--- config.mk ---
export PLATFORM = sky130hd
export DESIGN_NAME = boss_ctrl
export DESIGN_NICKNAME = d
export VERILOG_FILES = /design/src/rtl/boss_ctrl.sv
export SDC_FILE = /design/constraint.sdc
export NUM_CORES = 1
export LEC_CHECK = 0
export ABC_AREA = 1
export BUFFER_PORTS_ARGS = -buffer_cell sky130_fd_sc_hd__buf_2
export CORE_UTILIZATION = 50
export DETAILED_ROUTE_END_ITERATION = 10
export PLACE_DENSITY = 0.8
export SYNTH_ARGS = -nofsm -noshare
export SYNTH_HDL_FRONTEND = slang
export SYNTH_SLANG_ARGS = --single-unit
--- constraint.sdc ---
create_clock -name clk -period 2.1 [get_ports clk]
set_input_delay 0.42 -clock clk [delete_from_list [all_inputs] [get_ports clk]]
set_output_delay 0.42 -clock clk [all_outputs]
set_load 0.01 [all_outputs]
--- src/rtl/boss_ctrl.sv ---
// Stage-3 boss controller: frame-ticked motion, walk animation, hit points and defeat.
// All outputs come straight from registers updated on the system clock.
module boss_ctrl #(
  parameter int unsigned X_MIN      = 0,
  parameter int unsigned X_MAX      = 300,
  parameter int unsigned Y_HOME     = 20,
  parameter int unsigned SPEED      = 2,
  parameter int unsigned HP_INIT    = 10,
  parameter int unsigned HURT_TICKS = 8,
  parameter int unsigned FRAME_DIV  = 4
) (
  input  logic       clk,
  input  logic       rst_n,
  input  logic [3:0] state,
  input  logic       tick,
  input  logic       hit,
  output logic [8:0] boss_x,
  output logic [8:0] boss_y,
  output logic [3:0] boss_state,
  output logic [3:0] boss_hp,
  output logic       boss_dead
);

  localparam logic [3:0] Stage3    = 4'd6;
  localparam logic [8:0] XHome     = 9'((X_MIN + X_MAX) / 2);
  localparam logic [8:0] YHome     = 9'(Y_HOME);
  localparam logic [9:0] XMinW     = 10'(X_MIN);
  localparam logic [9:0] XMaxW     = 10'(X_MAX);
  localparam logic [9:0] SpeedW    = 10'(SPEED);
  localparam logic [3:0] HpInit    = 4'(HP_INIT);
  localparam logic [3:0] HurtTicks = 4'(HURT_TICKS);
  localparam logic [3:0] FrameDiv  = 4'(FRAME_DIV);

  typedef enum logic [1:0] {StIdle, StMove, StHurt, StDead} st_e;

  st_e        st_q, st_d;
  logic [8:0] x_q, x_d, y_q, y_d;
  logic [3:0] anim_q, anim_d, hp_q, hp_d;
  logic [3:0] tick_cnt_q, tick_cnt_d, frame_cnt_q, frame_cnt_d, hurt_cnt_q, hurt_cnt_d;
  logic       dir_q, dir_d;
  logic [9:0] x_wide;

  always_ff @(posedge clk or negedge rst_n) begin
    if (!rst_n) begin
      st_q        <= StIdle;
      x_q         <= XHome;
      y_q         <= YHome;
      anim_q      <= 4'd1;
      hp_q        <= HpInit;
      dir_q       <= 1'b0;
      tick_cnt_q  <= 4'd0;
      frame_cnt_q <= 4'd0;
      hurt_cnt_q  <= 4'd0;
    end else begin
      st_q        <= st_d;
      x_q         <= x_d;
      y_q         <= y_d;
      anim_q      <= anim_d;
      hp_q        <= hp_d;
      dir_q       <= dir_d;
      tick_cnt_q  <= tick_cnt_d;
      frame_cnt_q <= frame_cnt_d;
      hurt_cnt_q  <= hurt_cnt_d;
    end
  end

  always_comb begin
    st_d        = st_q;
    x_d         = x_q;
    y_d         = y_q;
    anim_d      = anim_q;
    hp_d        = hp_q;
    dir_d       = dir_q;
    tick_cnt_d  = tick_cnt_q;
    frame_cnt_d = frame_cnt_q;
    hurt_cnt_d  = hurt_cnt_q;
    x_wide      = {1'b0, x_q};

    // Leaving the stage dominates everything; IDLE keeps reloading home values.
    if (state != Stage3 || st_q == StIdle) begin
      st_d        = (state == Stage3) ? StMove : StIdle;
      x_d         = XHome;
      y_d         = YHome;
      anim_d      = 4'd1;
      hp_d        = HpInit;
      dir_d       = 1'b0;
      tick_cnt_d  = 4'd0;
      frame_cnt_d = 4'd0;
      hurt_cnt_d  = 4'd0;
    end else begin
      unique case (st_q)
        StMove: begin
          if (hit) begin
            if (hp_q <= 4'd1) begin
              hp_d   = 4'd0;
              st_d   = StDead;
              anim_d = 4'd6;
            end else begin
              hp_d       = hp_q - 4'd1;
              st_d       = StHurt;
              hurt_cnt_d = HurtTicks;
              anim_d     = 4'd5;
            end
          end else if (tick) begin
            // Bounds are tested in 10 bits so the edge clamp never wraps.
            if (!dir_q) begin
              if (x_wide + SpeedW >= XMaxW) begin
                x_d   = XMaxW[8:0];
                dir_d = 1'b1;
              end else begin
                x_d = 9'(x_wide + SpeedW);
              end
            end else begin
              if (x_wide <= XMinW + SpeedW) begin
                x_d   = XMinW[8:0];
                dir_d = 1'b0;
              end else begin
                x_d = 9'(x_wide - SpeedW);
              end
            end
            tick_cnt_d  = tick_cnt_q + 4'd1;
            y_d         = YHome + (tick_cnt_d[3] ? 9'd2 : 9'd0);
            frame_cnt_d = frame_cnt_q + 4'd1;
            if (frame_cnt_d >= FrameDiv) begin
              frame_cnt_d = 4'd0;
              anim_d      = (anim_q >= 4'd4) ? 4'd1 : anim_q + 4'd1;
            end
          end
        end
        StHurt: begin
          if (tick) begin
            hurt_cnt_d = hurt_cnt_q - 4'd1;
            if (hurt_cnt_q <= 4'd1) begin
              hurt_cnt_d  = 4'd0;
              st_d        = StMove;
              anim_d      = 4'd1;
              frame_cnt_d = 4'd0;
            end
          end
        end
        StDead: begin
        end
        default: st_d = StIdle;
      endcase
    end
  end

  always_comb begin
    boss_x     = x_q;
    boss_y     = y_q;
    boss_state = anim_q;
    boss_hp    = hp_q;
    boss_dead  = (st_q == StDead);
  end

endmodule

==> results of run 1 <==
==> cells in the final DEF (no fill, tap or decap), types with 2 or more instances in the layout <==
| cell | netlist | final |
|---|---|---|
| nand2_1 | 62 | 62 |
| nor2_1 | 34 | 34 |
| inv_1 | 33 | 33 |
| buf_2 | 0 | 25 |
| dfrtp_1 | 24 | 24 |
| a21oi_1 | 19 | 19 |
| nand3_1 | 16 | 16 |
| o21ai_0 | 15 | 15 |
| ha_1 | 15 | 15 |
| o21ai_1 | 10 | 10 |
| conb_1 | 2 | 9 |
| nand2_2 | 7 | 7 |
| dfstp_2 | 7 | 7 |
| xor2_1 | 5 | 5 |
| clkbuf_8 | 0 | 5 |
| inv_2 | 4 | 4 |
| o31ai_1 | 4 | 4 |
| nor3_1 | 3 | 3 |
| nor2_4 | 2 | 2 |
| nand2_4 | 2 | 2 |
| nor2_2 | 2 | 2 |
| nand3_2 | 2 | 2 |
| nand4_1 | 2 | 2 |
| a31oi_1 | 2 | 2 |
| clkbuf_1 | 0 | 2 |
| buf_4 | 14 | 2 |
==> layer usage <==
layer	vias up	global-route usage (%)	routed length, um
met1	886	28.69	2243
met4	0	7.483	59
met3	8	5.087	224
met5	-	0	0
li1	1000	-	-
met2	52	31.61	2013
==> cells in the mapped netlist <==
cell       count
nand4_1        2
nand3_1       16
a21boi_0       1
o21ai_0       15
o21bai_1       1
buf_4         14
nand2_2        7
nand3b_4       1
or2_0          1
conb_1         2
nor2_2         2
a31oi_1        2
inv_1         33
nor3_1         3
xnor2_1        1
a21oi_2        1
inv_2          4
o21ai_1       10
nand3_4        1
nor2_1        34
ha_1          15
a22o_1         1
nor2_8         1
o2bb2ai_1      1
nand2_4        2
a21oi_1       19
dfrtp_1       24
nand3_2        2
nand2_1       62
o211ai_1       1
nor3_2         1
o21ai_4        1
nor2_4         2
o31ai_1        4
xor2_1         5
dfstp_2        7
==> power groups by stage <==
stage	logic, mW	registers [mW]	clock network, mW
2_1_floorplan	0.0343	0.611	0
3_3_place_gp	0.0460	0.610	0
3_5_place_dp	0.0463	0.611	0
4_1_cts	0.0464	0.600	0.467
5_1_grt	0.0518	0.600	0.486
6_report	0.0453	0.600	0.449
==> kinds of logic after synthesis <==
group	Yosys count	synth area share [%]
AND/OR/NAND/NOR	137	29.25
AO/OA/AOI/OAI	57	14.46
buffers and inverters	51	10.76
flip-flops	31	34.60
adder cells (fa/ha/maj)	15	8.278
XOR/XNOR	6	2.318
other	2	0.3312
==> through the flow <==
stage          worst slack, ps  power (mW)  utilization [%]  cell area, um^2
3_5_place_dp             287.6      0.6569            54.97             2394
5_1_grt                  124.5       1.137            56.84             2475
3_3_place_gp             315.9      0.6563            54.97             2394
6_report                 262.0       1.094            56.84             2475
4_1_cts                  274.2       1.113            56.84             2475
2_1_floorplan            400.8      0.6448                -             2293
==> flip-flops by register name, indices dropped and copies added (netlist names) <==
name,count
boss_hp,4
boss_state,4
boss_x,8
boss_y,1
dir_q,1
frame_cnt_q,4
hurt_cnt_q,4
st_q,2
tick_cnt_q,3
==> layout make-up <==
| cell class | count | area share (%) |
|---|---|---|
| clock inverter | 1 | 0.2022 |
| timing repair buffer | 27 | 5.662 |
| sequential | 31 | 31.70 |
| inverter | 37 | 5.612 |
| clock buffer | 7 | 3.084 |
| tap | 52 | 2.629 |
| multi-input combinational | 224 | 51.11 |
==> worst reg2reg max path: cells and delay by family (launching register included) <==
family / cells / cell delay (ps)
fa+ha+maj: 1 / 200
flops: 1 / 590
simple gates: 7 / 710
compound gates: 2 / 220
==> path summary, 6_finish.rpt <==
kind / end / slack, ps / cells past startpoint
worst max-delay path: boss_x[3] / 260 / 10
worst min-delay path: hurt_cnt_q[1] / 170 / 1
worst max register to register: boss_x[3] / 260 / 10
worst min register to register: tick_cnt_q[2] / 480 / 1
max in group asynchronous: boss_state[1] / 1490 / 1
min in group clk: tick_cnt_q[2] / 480 / 1
==> impl_metrics.yaml, run 1 <==
finish:
  seq_area_um2: 784.5
  area_growth_pct: 9.161
  fillers: 393
  insertedDiodeCount: 0
  stdcell_count: 379
  nets: 349
  multi_input_area_mm2: 0.001265
  drive_above_1_share_pct: 19.88
synthesis:
  synth_area_per_cell_um2: 7.583
  synth_top_area_cell: "dfrtp_1"
  synth_top_area_share_pct: 26.49
  synth_cell_types: 36
  synthCells: 299
  ys_ff_latch: 31
  synth_seq_area_share_pct: 34.60
  netlist_area_mm2: 0.002267
  synthTopCellsByArea: "dfrtp_1 26%, nand2_1 10%, ha_1 8.3%, dfstp_2 8.1%, nor2_1 5.6%"
  yosysWarnings: 0
pwr:
  power_frac_seq_pct: 54.9
  swShare_pct: 23.11
  clkPwrFrac_pct: 41.0
  p_sw_uw: 252.8
  p_per_area_mw_per_mm2: 442.0
  p_leak_nw: 1.263
  combPwrFrac_pct: 4.1
  p_int_uw: 841.1
  vdd.ir_drop.worst_mv: 0.3585
floorplan:
  rows: 24
  start_util_pct: 52.07
  dieArea_mm2: 0.004807
  ios: 35
  die_w_um: 69.34
  fp.dieH_um: 69.34
  core_mm2: 0.004354
timing:
  fmax_mhz: 544.1
  hold_ws_ps: 165.6
  rsz0062_at_grt: "false"
  hold_viol_final: 0
  finalMaxSlewViolations: 0
  tns_ps: 0
  setup_viol_count_final: 0
  skew_ps: 9.994
  post-route-min-period_ps: 1838
  min_period_over_period_pct: 87.52
  tightest_slew_ps: 683.8
  maxSlewHeadroom_pct: 54.42
clocking:
  cts_root_buf: "clkbuf_8"
  path_clk_slew_ps: 70
  clock_latency_ps: 290
  ctsHtreeMaxLevel: 2
  cts_setup_buffers: 0
  cts_hold_buffers: 0
  postCtsResizedCells: 0
  clk_path_buf_depth: 2
  cts_tree: "built"
  cts.sinks: 31
  cts_buffers: 5
critical_path:
  required_ps: 2260
  endpoint_kind: "register"
  crit_slowest_cell: "dfstp_2"
  critPathKind: "register to register"
  cp_data_arrival_time_ps: 2000
  crit_path_max_incr_delay_ps: 590
  crit_fanout: 7
  cp-start-kind: "register"
  path_buf_inv: 0
  crit_start: "boss_x[2]"
  critPathTopFamily: "simple AND/OR/NAND/NOR gates"
  cp_common_cell: "nand2_1"
  crit_chain: "ha_1 -> nand2_2 -> o21bai_1 -> nand2_1 -> nor2_1 -> nand3_2 -> nand2_4 -> nand2_1 -> nand3_1 -> o21ai_1"
  r2r-start: "boss_x[2]"
worst_hold_path:
  hold_class: "primary input to asynchronous set/reset pin"
detailed_routing:
  first_pass_iters: 4
  wl_mm: 4.540
  wire_per_inst_um: 11.98
  route.detailed.drc: 0
  drtIter0Drc: 78
  via_per_inst: 5.135
  num_vias: 1946
  drtAntennaViolNets: 0
global_routing:
  grt_use_total_pct: 20.75
  grt-ovfl-total: 0
  antenna_found_initial: 0
  grt_pass1_wl_mm: 8.148
  grt_start_max_net_pins: 32
  grt_pass1_vias: 1860
outcome:
  outcome: "finished clean"
flow_run:
  max-cap-violations: 0
place:
  placed_cells: 371
  dp_hpwl_mm: 3.481
  place_congestion: 0.9478
  io_buffers: 25
No activity file was read; power rests on OpenSTA's default activity.
==> run 2: changes to the inputs <==
Settings changed: CELL_PAD_IN_SITES_DETAIL_PLACEMENT set to 0, CELL_PAD_IN_SITES_GLOBAL_PLACEMENT set to 1, CORE_UTILIZATION 50 to 42, PLACE_DENSITY 0.8 to 0.89.
==> run 2 against run 1 <==
Final area increased by 0.91%. Clock skew decreased by 3.9 ps. Largest cell class unchanged. Final cell count increased by 4.7%. Critical endpoint unchanged. First-iteration DRC count increased by 17%. Core utilization decreased by 8.3 points.
==> impl_metrics.yaml, run 2 (synthesized netlist as in run 1, its figures left out) <==
place:
  dp_hpwl_mm: 3.442
  placed_cells: 389
  io_buffers: 25
  place_congestion: 0.8793
pwr:
  p_per_area_mw_per_mm2: 439.5
  power_mw: 1.098
  combPwrFrac_pct: 4.2
  power_frac_seq_pct: 54.7
  clkPwrFrac_pct: 41.1
  vdd.ir_drop.worst_mv: 0.3922
  swShare_pct: 23.35
  p_leak_nw: 1.263
  p_int_uw: 841.3
  p_sw_uw: 256.3
clocking:
  ctsHtreeMaxLevel: 2
  cts_root_buf: "clkbuf_8"
  cts.sinks: 31
  cts_buffers: 5
  clk_path_buf_depth: 2
  path_clk_slew_ps: 70
  cts_hold_buffers: 0
  clock_latency_ps: 280
  cts_setup_buffers: 0
  postCtsResizedCells: 0
  cts_tree: "built"
detailed_routing:
  wire_per_inst_um: 11.43
  via_per_inst: 4.846
  wl_mm: 4.538
  num_vias: 1924
  drtAntennaViolNets: 0
  route.detailed.drc: 0
  drtIter0Drc: 91
  first_pass_iters: 4
critical_path:
  crit_fanout: 7
  required_ps: 2260
  critPathKind: "register to register"
  cp-start-kind: "register"
  crit_start: "boss_x[2]"
  cp_data_arrival_time_ps: 1970
  r2r-start: "boss_x[2]"
  endpoint_kind: "register"
timing:
  min_period_over_period_pct: 86.22
  hold_viol_final: 0
  post-route-min-period_ps: 1811
  tightest_slew_ps: 709.0
  maxSlewHeadroom_pct: 52.73
  tns_ps: 0
  finalMaxSlewViolations: 0
  rsz0062_at_grt: "false"
  hold_ws_ps: 186.8
  setup_viol_count_final: 0
  fmax_mhz: 552.3
  skew_ps: 6.130
outcome:
  outcome: "finished clean"
floorplan:
  ios: 35
  core_mm2: 0.005140
  rows: 26
  start_util_pct: 44.11
  fp.dieH_um: 75.47
  dieArea_mm2: 0.005696
  die_w_um: 75.47
finish:
  insertedDiodeCount: 0
  final_cell_mix: "62 x nand2_1, 34 x nor2_1, 33 x inv_1, 25 x buf_2, 24 x dfrtp_1"
  nets: 349
  stdcell_count: 397
  area_growth_pct: 10.15
  layout_commonest_cell: "nand2_1"
  largest_reg_flops: 8
  drive_above_1_share_pct: 19.88
global_routing:
  grt-ovfl-total: 0
  grt_use_total_pct: 18.49
  antenna_found_initial: 0
  grt_pass1_vias: 1714
  grt_start_max_net_pins: 32
  grt_pass1_wl_mm: 7.879
worst_hold_path:
  hold_class: "primary input to asynchronous set/reset pin"
flow_run:
  max-cap-violations: 0
[run 2: cell counts in the layout (fill, tap and decap cells not counted)]
Identical to the previous run, type by type.
[run 2: power by group through the flow]
stage               Clock [mW]  Sequential, mW  Combinational, mW
floorplan                    0           0.611             0.0343
global placement             0           0.610             0.0464
detailed placement           0           0.610             0.0471
CTS                      0.460           0.600             0.0471
global route             0.501           0.600             0.0537
finish                   0.452           0.600             0.0459
[run 2: metal layers]
| metal | GRT usage, % | up-vias | part of all wire (%) |
|---|---|---|---|
| met3 | 5.423 | 2 | 4.6 |
| met5 | 0 | - | 0 |
| met4 | 4.321 | 0 | 0.48 |
| met2 | 27.78 | 40 | 43 |
| met1 | 26.26 | 880 | 52 |
| li1 | - | 1002 | - |
[run 2: layout make-up]
class	count	area [um^2]
clock inverters	1	5.005
clock buffers	7	76.32
flip-flops and latches	31	784.5
multi-input cells	224	1265
well taps	70	87.58
inverters	37	138.9
fillers	546	2643
repair buffers	27	140.1
[run 2: metrics by stage]
step	worst slack, ps	area [um^2]	util (%)
after global routing	126.3	2497	48.59
after CTS	293.5	2497	48.59
after detailed placement	306.6	2416	47.01
final	289.4	2497	48.59
after global placement	299.8	2416	47.01
after floorplan	400.8	2293	-
[run 2: path summary, 6_finish.rpt]
path | endpoint | slack (ps) | depth (start not counted)
hold / removal | frame_cnt_q[1] | 190 | 1
max in group asynchronous | tick_cnt_q[1] | 1450 | 1
setup reg to reg | boss_x[3] | 290 | 10
min in group clk | tick_cnt_q[2] | 480 | 1
setup / recovery | boss_x[3] | 290 | 10
hold reg to reg | tick_cnt_q[2] | 480 | 1
[run 2: worst max-delay path, cell delays in order, from the launching register on]
cell	delay [ps]
dfstp_2	590
ha_1	190
nand2_2	100
o21bai_1	150
nand2_1	90
nor2_1	140
nand3_2	120
nand2_4	120
nand2_1	60
nand3_1	60
o21ai_1	70
==> run 3: changes to the inputs <==
Settings changed: HOLD_SLACK_MARGIN set to 0.03, REMOVE_ABC_BUFFERS set to 1.
==> run 3 against run 2 <==
Final area is 0.40% higher. First-iteration DRC count grew 68%. Sequential share of layout area is 0.13 points lower. Non-clock buffer count unchanged.
==> impl_metrics.yaml, run 3 (synthesized netlist as in run 1, its figures left out) <==
detailed_routing:
  first_pass_iters: 7
  wl_mm: 4.416
  drtIter0Drc: 153
  route.detailed.drc: 0
  via_per_inst: 4.736
  num_vias: 1880
  drtAntennaViolNets: 0
  wire_per_inst_um: 11.12
timing:
  post-route-min-period_ps: 1786
  min_period_over_period_pct: 85.03
  worst_slack_ps: 314.3
  rsz0062_at_grt: "false"
  tns_ps: 0
  skew_ps: 11.03
  fmax_mhz: 560.0
  maxSlewHeadroom_pct: 54.20
  setup_viol_count_final: 0
  tightest_slew_ps: 687.0
  finalMaxSlewViolations: 0
  hold_viol_final: 0
clocking:
  cts.sinks: 31
  cts_root_buf: "clkbuf_8"
  cts_hold_buffers: 0
  ctsHtreeMaxLevel: 2
  postCtsResizedCells: 0
  clock_latency_ps: 280
  path_clk_slew_ps: 70
  cts_setup_buffers: 0
  cts_buffers: 5
  clk_path_buf_depth: 2
  cts_tree: "built"
critical_path:
  ff2ff_path_depth: 10
  crit_fanout: 6
  critPathKind: "register to register"
  required_ps: 2250
  cp-start-kind: "register"
  cp_data_arrival_time_ps: 1940
  endpoint_kind: "register"
finish:
  area_growth_pct: 10.60
  largest_reg_flops: 8
  utilization_pct: 48.78
  fillers: 536
  drive_above_1_share_pct: 20.18
  fin_area_mm2: 0.002507
  insertedDiodeCount: 0
  layout_commonest_cell: "nand2_1"
  final_cell_mix: "62 x nand2_1, 34 x nor2_1, 33 x inv_1, 25 x buf_2, 24 x dfrtp_1"
  nets: 349
global_routing:
  grt-ovfl-total: 0
  grt_pass1_vias: 1610
  antenna_found_initial: 0
  grt_start_max_net_pins: 32
  grt_use_total_pct: 17.10
  grt_pass1_wl_mm: 7.403
pwr:
  power_mw: 1.123
  vdd.ir_drop.worst_mv: 0.2821
  p_leak_nw: 1.270
  p_per_area_mw_per_mm2: 447.8
place:
  place_congestion: 0.8704
  placed_cell_area_mm2: 0.002416
  dp_slack_ps: 338.3
  dp_hpwl_mm: 3.363
  io_buffers: 25
outcome:
  outcome: "finished clean"
flow_run:
  max-cap-violations: 0
floorplan:
  ios: 35
  start_util_pct: 44.11
  core_mm2: 0.005140
  rows: 26
  die_w_um: 75.47
  dieArea_mm2: 0.005696
  fp.dieH_um: 75.47
worst_hold_path:
  hold_class: "primary input to asynchronous set/reset pin"
-- run 3: cell counts in the layout (fill, tap and decap cells not counted) --
No cell type changed its count.
-- run 3: worst paths after layout --
kind                                       to  slack (ps)     startpoint
worst max-delay path                boss_x[3]         310      boss_x[1]
worst min-delay path            hurt_cnt_q[1]         170          rst_n
worst max register to register      boss_x[3]         310      boss_x[1]
worst min register to register  tick_cnt_q[2]         480  tick_cnt_q[2]
max in group asynchronous           boss_x[3]        1470          rst_n
min in group clk                tick_cnt_q[2]         480  tick_cnt_q[2]
-- run 3: area by class of cell --
type / count / area (um^2) / share of cell area [%]
tap: 70 / 87.58 / 3.493
multi-input combinational: 224 / 1265 / 50.45
clock buffer: 7 / 86.33 / 3.443
inverter: 37 / 138.9 / 5.539
timing repair buffer: 27 / 140.1 / 5.589
clock inverter: 1 / 5.005 / 0.1996
sequential: 31 / 784.5 / 31.29
-- run 3: routing by layer --
layer	up-vias	routed length [um]	global-route usage (%)
li1	1001	-	-
met1	824	2305	25.75
met2	50	1825	24.50
met5	-	0	0
met4	0	46	4.321
met3	5	239	4.101
-- run 3: report_power, final --
group / switching [mW] / internal, mW
clock: 0.213 / 0.264
combinational: 0.0348 / 0.0105
sequential: 0.00113 / 0.599
total: 0.249 / 0.873
-- run 3: critical path: stages, from the launching register on --
cell     delay (ps)
dfstp_2         570
inv_1            90
ha_1            330
nand3_1         100
nand3_1          70
nand2_1          80
nand3_2         120
nand2_4         120
nand2_1          50
nand3_1          60
o21ai_1          60
-- run 3: stage by stage --
step,hold WS [ps],cells
2_1_floorplan,124.4,292
3_3_place_gp,455.2,389
3_5_place_dp,468.2,389
4_1_cts,202.1,397
5_1_grt,237.1,397
6_report,173.4,397
